===== src/rtl/updown_count_sequencer.sv =====
// rtl/updown_count_sequencer.sv - up/down counter sequencer with wrap/bounce bounds and pass limit
module updown_count_sequencer #(
    parameter int WIDTH  = 4,
    parameter int PASS_W = 8
) (
    input  logic              clk,
    input  logic              rst,
    input  logic              start,
    input  logic              stop,
    input  logic              pause,
    input  logic [WIDTH-1:0]  cfg_lo,
    input  logic [WIDTH-1:0]  cfg_hi,
    input  logic              cfg_dir,
    input  logic              cfg_bounce,
    input  logic [PASS_W-1:0] cfg_passes,
    output logic [WIDTH-1:0]  count,
    output logic              m,
    output logic              busy,
    output logic              done,
    output logic              wrap,
    output logic              cfg_err
);

    typedef enum logic [1:0] {IDLE, LOAD, RUN} state_t;

    state_t            state, state_nx;
    logic [WIDTH-1:0]  lo_q, hi_q, lo_nx, hi_nx, count_nx;
    logic [PASS_W-1:0] passes_q, passes_nx, pass_q, pass_nx, pass_inc;
    logic              bounce_q, bounce_nx;
    logic              m_nx, busy_nx, done_nx, wrap_nx, cfg_err_nx;
    logic              hit, final_hit;

    assign pass_inc  = pass_q + PASS_W'(1);
    assign hit       = (m && (count == hi_q)) || (!m && (count == lo_q));
    assign final_hit = hit && (passes_q != '0) && (pass_inc == passes_q);

    always_comb begin
        state_nx   = state;
        lo_nx      = lo_q;
        hi_nx      = hi_q;
        bounce_nx  = bounce_q;
        passes_nx  = passes_q;
        pass_nx    = pass_q;
        count_nx   = count;
        m_nx       = m;
        busy_nx    = busy;
        done_nx    = 1'b0;
        wrap_nx    = 1'b0;
        cfg_err_nx = 1'b0;
        case (state)
            IDLE: begin
                if (start) begin
                    if (cfg_lo <= cfg_hi) begin
                        lo_nx     = cfg_lo;
                        hi_nx     = cfg_hi;
                        bounce_nx = cfg_bounce;
                        passes_nx = cfg_passes;
                        m_nx      = cfg_dir;
                        pass_nx   = '0;
                        busy_nx   = 1'b1;
                        state_nx  = LOAD;
                    end else begin
                        cfg_err_nx = 1'b1;
                    end
                end
            end
            LOAD: begin
                if (stop) begin
                    busy_nx  = 1'b0;
                    state_nx = IDLE;
                end else begin
                    count_nx = m ? lo_q : hi_q;
                    state_nx = RUN;
                end
            end
            RUN: begin
                if (stop) begin
                    busy_nx  = 1'b0;
                    state_nx = IDLE;
                end else if (!pause) begin
                    if (!hit) begin
                        count_nx = m ? count + WIDTH'(1) : count - WIDTH'(1);
                    end else if (final_hit) begin
                        done_nx  = 1'b1;
                        busy_nx  = 1'b0;
                        state_nx = IDLE;
                    end else begin
                        // pass only matters against a nonzero limit; saturate for run-forever
                        pass_nx = (pass_q == '1) ? pass_q : pass_inc;
                        wrap_nx = 1'b1;
                        if (!bounce_q) begin
                            count_nx = m ? lo_q : hi_q;
                        end else begin
                            m_nx = !m;
                            if (lo_q != hi_q)
                                count_nx = m ? count - WIDTH'(1) : count + WIDTH'(1);
                        end
                    end
                end
            end
            default: state_nx = IDLE;
        endcase
    end

    always_ff @(posedge clk) begin
        if (rst) begin
            state    <= IDLE;
            lo_q     <= '0;
            hi_q     <= '0;
            bounce_q <= 1'b0;
            passes_q <= '0;
            pass_q   <= '0;
            count    <= '0;
            m        <= 1'b0;
            busy     <= 1'b0;
            done     <= 1'b0;
            wrap     <= 1'b0;
            cfg_err  <= 1'b0;
        end else begin
            state    <= state_nx;
            lo_q     <= lo_nx;
            hi_q     <= hi_nx;
            bounce_q <= bounce_nx;
            passes_q <= passes_nx;
            pass_q   <= pass_nx;
            count    <= count_nx;
            m        <= m_nx;
            busy     <= busy_nx;
            done     <= done_nx;
            wrap     <= wrap_nx;
            cfg_err  <= cfg_err_nx;
        end
    end

endmodule


===== config.mk =====
export PLATFORM = sky130hd
export DESIGN_NAME = updown_count_sequencer
export DESIGN_NICKNAME = d
export VERILOG_FILES = /design/src/rtl/updown_count_sequencer.sv
export SDC_FILE = /design/constraint.sdc
export NUM_CORES = 1
export LEC_CHECK = 0
export ABC_AREA = 1
export BUFFER_PORTS_ARGS = -buffer_cell sky130_fd_sc_hd__clkbuf_2
export CORE_MARGIN = 1.5
export CORE_UTILIZATION = 58
export DETAILED_ROUTE_END_ITERATION = 12
export GPL_ROUTABILITY_DRIVEN = 0
export PLACE_DENSITY = 0.91
export SYNTH_ARGS = -nofsm -noshare
export SYNTH_HDL_FRONTEND = slang
export SYNTH_SLANG_ARGS = --single-unit

===== constraint.sdc =====
create_clock -name clk -period 1.9 [get_ports clk]
set_input_delay 0.095 -clock clk [delete_from_list [all_inputs] [get_ports clk]]
set_output_delay 0.095 -clock clk [all_outputs]
set_load 0.02 [all_outputs]

==> metrics <==
total wire length=7140 um; max_cap viols=0; Hold Fails Final Rpt=0; failing checks=setup timing; Final Cycle Share=1.04; layout cells sized above 1=0.244; gr ovfl total=0; antenna-violating nets left=0; synth-to-layout area growth=23.6%; status=complete, but fails checks; largest net degree at the start of global routing=24; via/cell ratio=5.72; # setup viols final=13; DR iter-0 viols=379; first-pass GRT wire length=10300 um; DRC=0; Max Slew Vio Count=0; Max FO, Critical Path=8; PortBufs=31; HP Class=in -> reg; Worst-Margin Slew=0.434 ns; pre-CTS setup slack=-0.0647 ns; Worst Path Required=2.10 ns; fin crit period=1.98 ns; leak pwr=1.49 nW; post-synthesis sequential area ratio=0.287; final clock skew=0.00505 ns; vias in the first global route=2428; EDFF count, synth=0; CORE AREA=0.00409 mm2; RSZ-0062 raised after global routing=yes; Slowest cell on crit path=dfxtp_4; DRT Pass-1 Iters=6; crit path kind=reg -> reg; Fin Hold WS=0.00991 ns; # nets final=483; PnR worst setup slack=-0.0807 ns; Total GRT Usage=0.292; per-cell routed wire length=14.3 um; power per cell area=921 mW/mm2; clock-pin slew on the worst setup and hold paths=0.08 ns; ant diodes=0; CTS root buf=clkbuf_8; Syn Area/Cell=6.33 um2; Rel. slew slack=0.708; via count=2858; Highest Clock Rate=505 MHz; CP Cell Sequence=nand2_2 -> nor2_2 -> nand2_1 -> nand2_2 -> nand2_1 -> nand2_1 -> nand2_1 -> nor2_4 -> nand4_4 -> nand3_4 -> nand2_1 -> nand2_1 -> nor2_1; peak supply drop=760 uV; initial antenna violation count=0; full die area=0.00474 mm2; number of synthesized register bits=36; width of the die=68.8 um; syn_nets=431; Num CTS Buffers=5; CP most frequent cell=nand2_1; worst path arrival time=2.18 ns; CP startpoint kind=register; CP peak stage delay=0.39 ns; CTS max path bufs=2; Initial Util=0.615; num rows=23; Mapped Cells=397; Async S/R FF share, synth=0; Post-Layout Inst Area=0.00311 mm2; Detailed Place HPWL=4680 um; CTS tree=yes; yosys warns=0; Area after DPL=0.00279 mm2; post-synthesis cell area=0.00251 mm2; Unique masters post-synth=31; Die Span Y=68.8 um; CTS sink count=36; io pins=32; Setup TNS=-0.556 ns; Worst setup EP type=register; clock latency on the worst-skew pair=0.30 ns; prevailing post-synth register cell=dfxtp_1; number of H-tree levels=2
==> final timing paths <==
kind	start	endpoint	slack [ns]	cells past startpoint
setup / recovery	pass_q[4]	pass_q[0]	-0.08	13
hold / removal	cfg_passes[0]	passes_q[0]	0.01	3
setup reg to reg	pass_q[4]	pass_q[0]	-0.08	13
hold reg to reg	passes_q[2]	passes_q[2]	0.50	2
==> placed cells by master, fill, tap and decap left out, drive strengths merged, types with 13 or more instances in the layout <==
| cell type | n |
|---|---|
| buf | 22 |
| clkbuf | 36 |
| nand3 | 33 |
| o21ai | 30 |
| inv | 56 |
| nand4 | 13 |
| a21oi | 25 |
| dfxtp | 36 |
| nand2 | 108 |
| nor2 | 56 |
==> critical path, delay by kind of cell (launching register included) <==
kind / cells / cell delay [ns]
AND/OR/NAND/NOR: 13 / 1.48
flip-flops: 1 / 0.39
==> metrics by stage <==
step	util	cells	power, mW
finish	0.760	500	2.86
global route	0.760	500	3.03
CTS	0.717	492	2.70
detailed placement	0.682	482	2.00
global placement	0.682	482	1.96
floorplan	-	397	1.73
==> kinds of logic after synthesis <==
family                     share of synthesized area
buffers and inverters                          0.106
and+or+nand+nor                                0.374
DFF                                            0.287
adders and majority gates                     0.0548
AOI/OAI and AO/OA                              0.127
xor gates and xnor gates                      0.0508
==> sequential cells by signal, summed over array words and instances (netlist names) <==
name,cells
cfg_err,1
hi_q,4
count,4
wrap,1
passes_q,8
done,1
pass_q,8
lo_q,4
state,2
m,1
busy,1
bounce_q,1
==> synthesized netlist by cell type (2+ instances only) <==
library cell | instances | share of area
nand2_1 | 104 | 0.16
inv_1 | 51 | 0.076
nor2_1 | 51 | 0.076
dfxtp_1 | 36 | 0.29
nand3_1 | 30 | 0.060
o21ai_0 | 28 | 0.056
a21oi_1 | 24 | 0.048
ha_1 | 11 | 0.055
nand4_1 | 11 | 0.027
xor2_1 | 7 | 0.024
clkbuf_1 | 6 | 0.0090
inv_2 | 5 | 0.0075
xnor2_1 | 5 | 0.017
nand2_2 | 4 | 0.010
buf_2 | 3 | 0.0060
nor2_4 | 3 | 0.013
nor2_2 | 2 | 0.0050
nor4_1 | 2 | 0.0050
o22ai_1 | 2 | 0.0050
==> power breakdown <==
group / leakage [nW] / internal, mW / switching (mW)
Combinational: 1.14 / 0.455 / 0.701
Clock: 0.0541 / 0.389 / 0.314
Sequential: 0.300 / 0.870 / 0.133
==> what timing repair did <==
item	CTS	global route
pin swaps	5	12
setup buffers	0	7
gates resized for setup	4	34
hold buffers	1	0
cloned	1	1
hold endpoints to repair	2	0
endpoints found under the setup margin	15	20
==> cell type report <==
cell class | count | area [um2]
Inverter | 56 | 210
Clock buffer | 5 | 68.8
Fill cell | 294 | 981
Multi-Input combinational cell | 296 | 1640
Tap cell | 50 | 62.6
Clock inverter | 3 | 42.5
Sequential cell | 36 | 738
Timing Repair Buffer | 54 | 347
==> layer usage <==
metal  wire (um)  vias to the layer above  GRT usage
met5           0                        -          0
met4         284                        0      0.127
met3         631                       40     0.0584
met2        3390                      172      0.487
met1        2830                     1269      0.364
li1            -                     1377          -
Note: power is estimated with default switching activity, not from simulation.
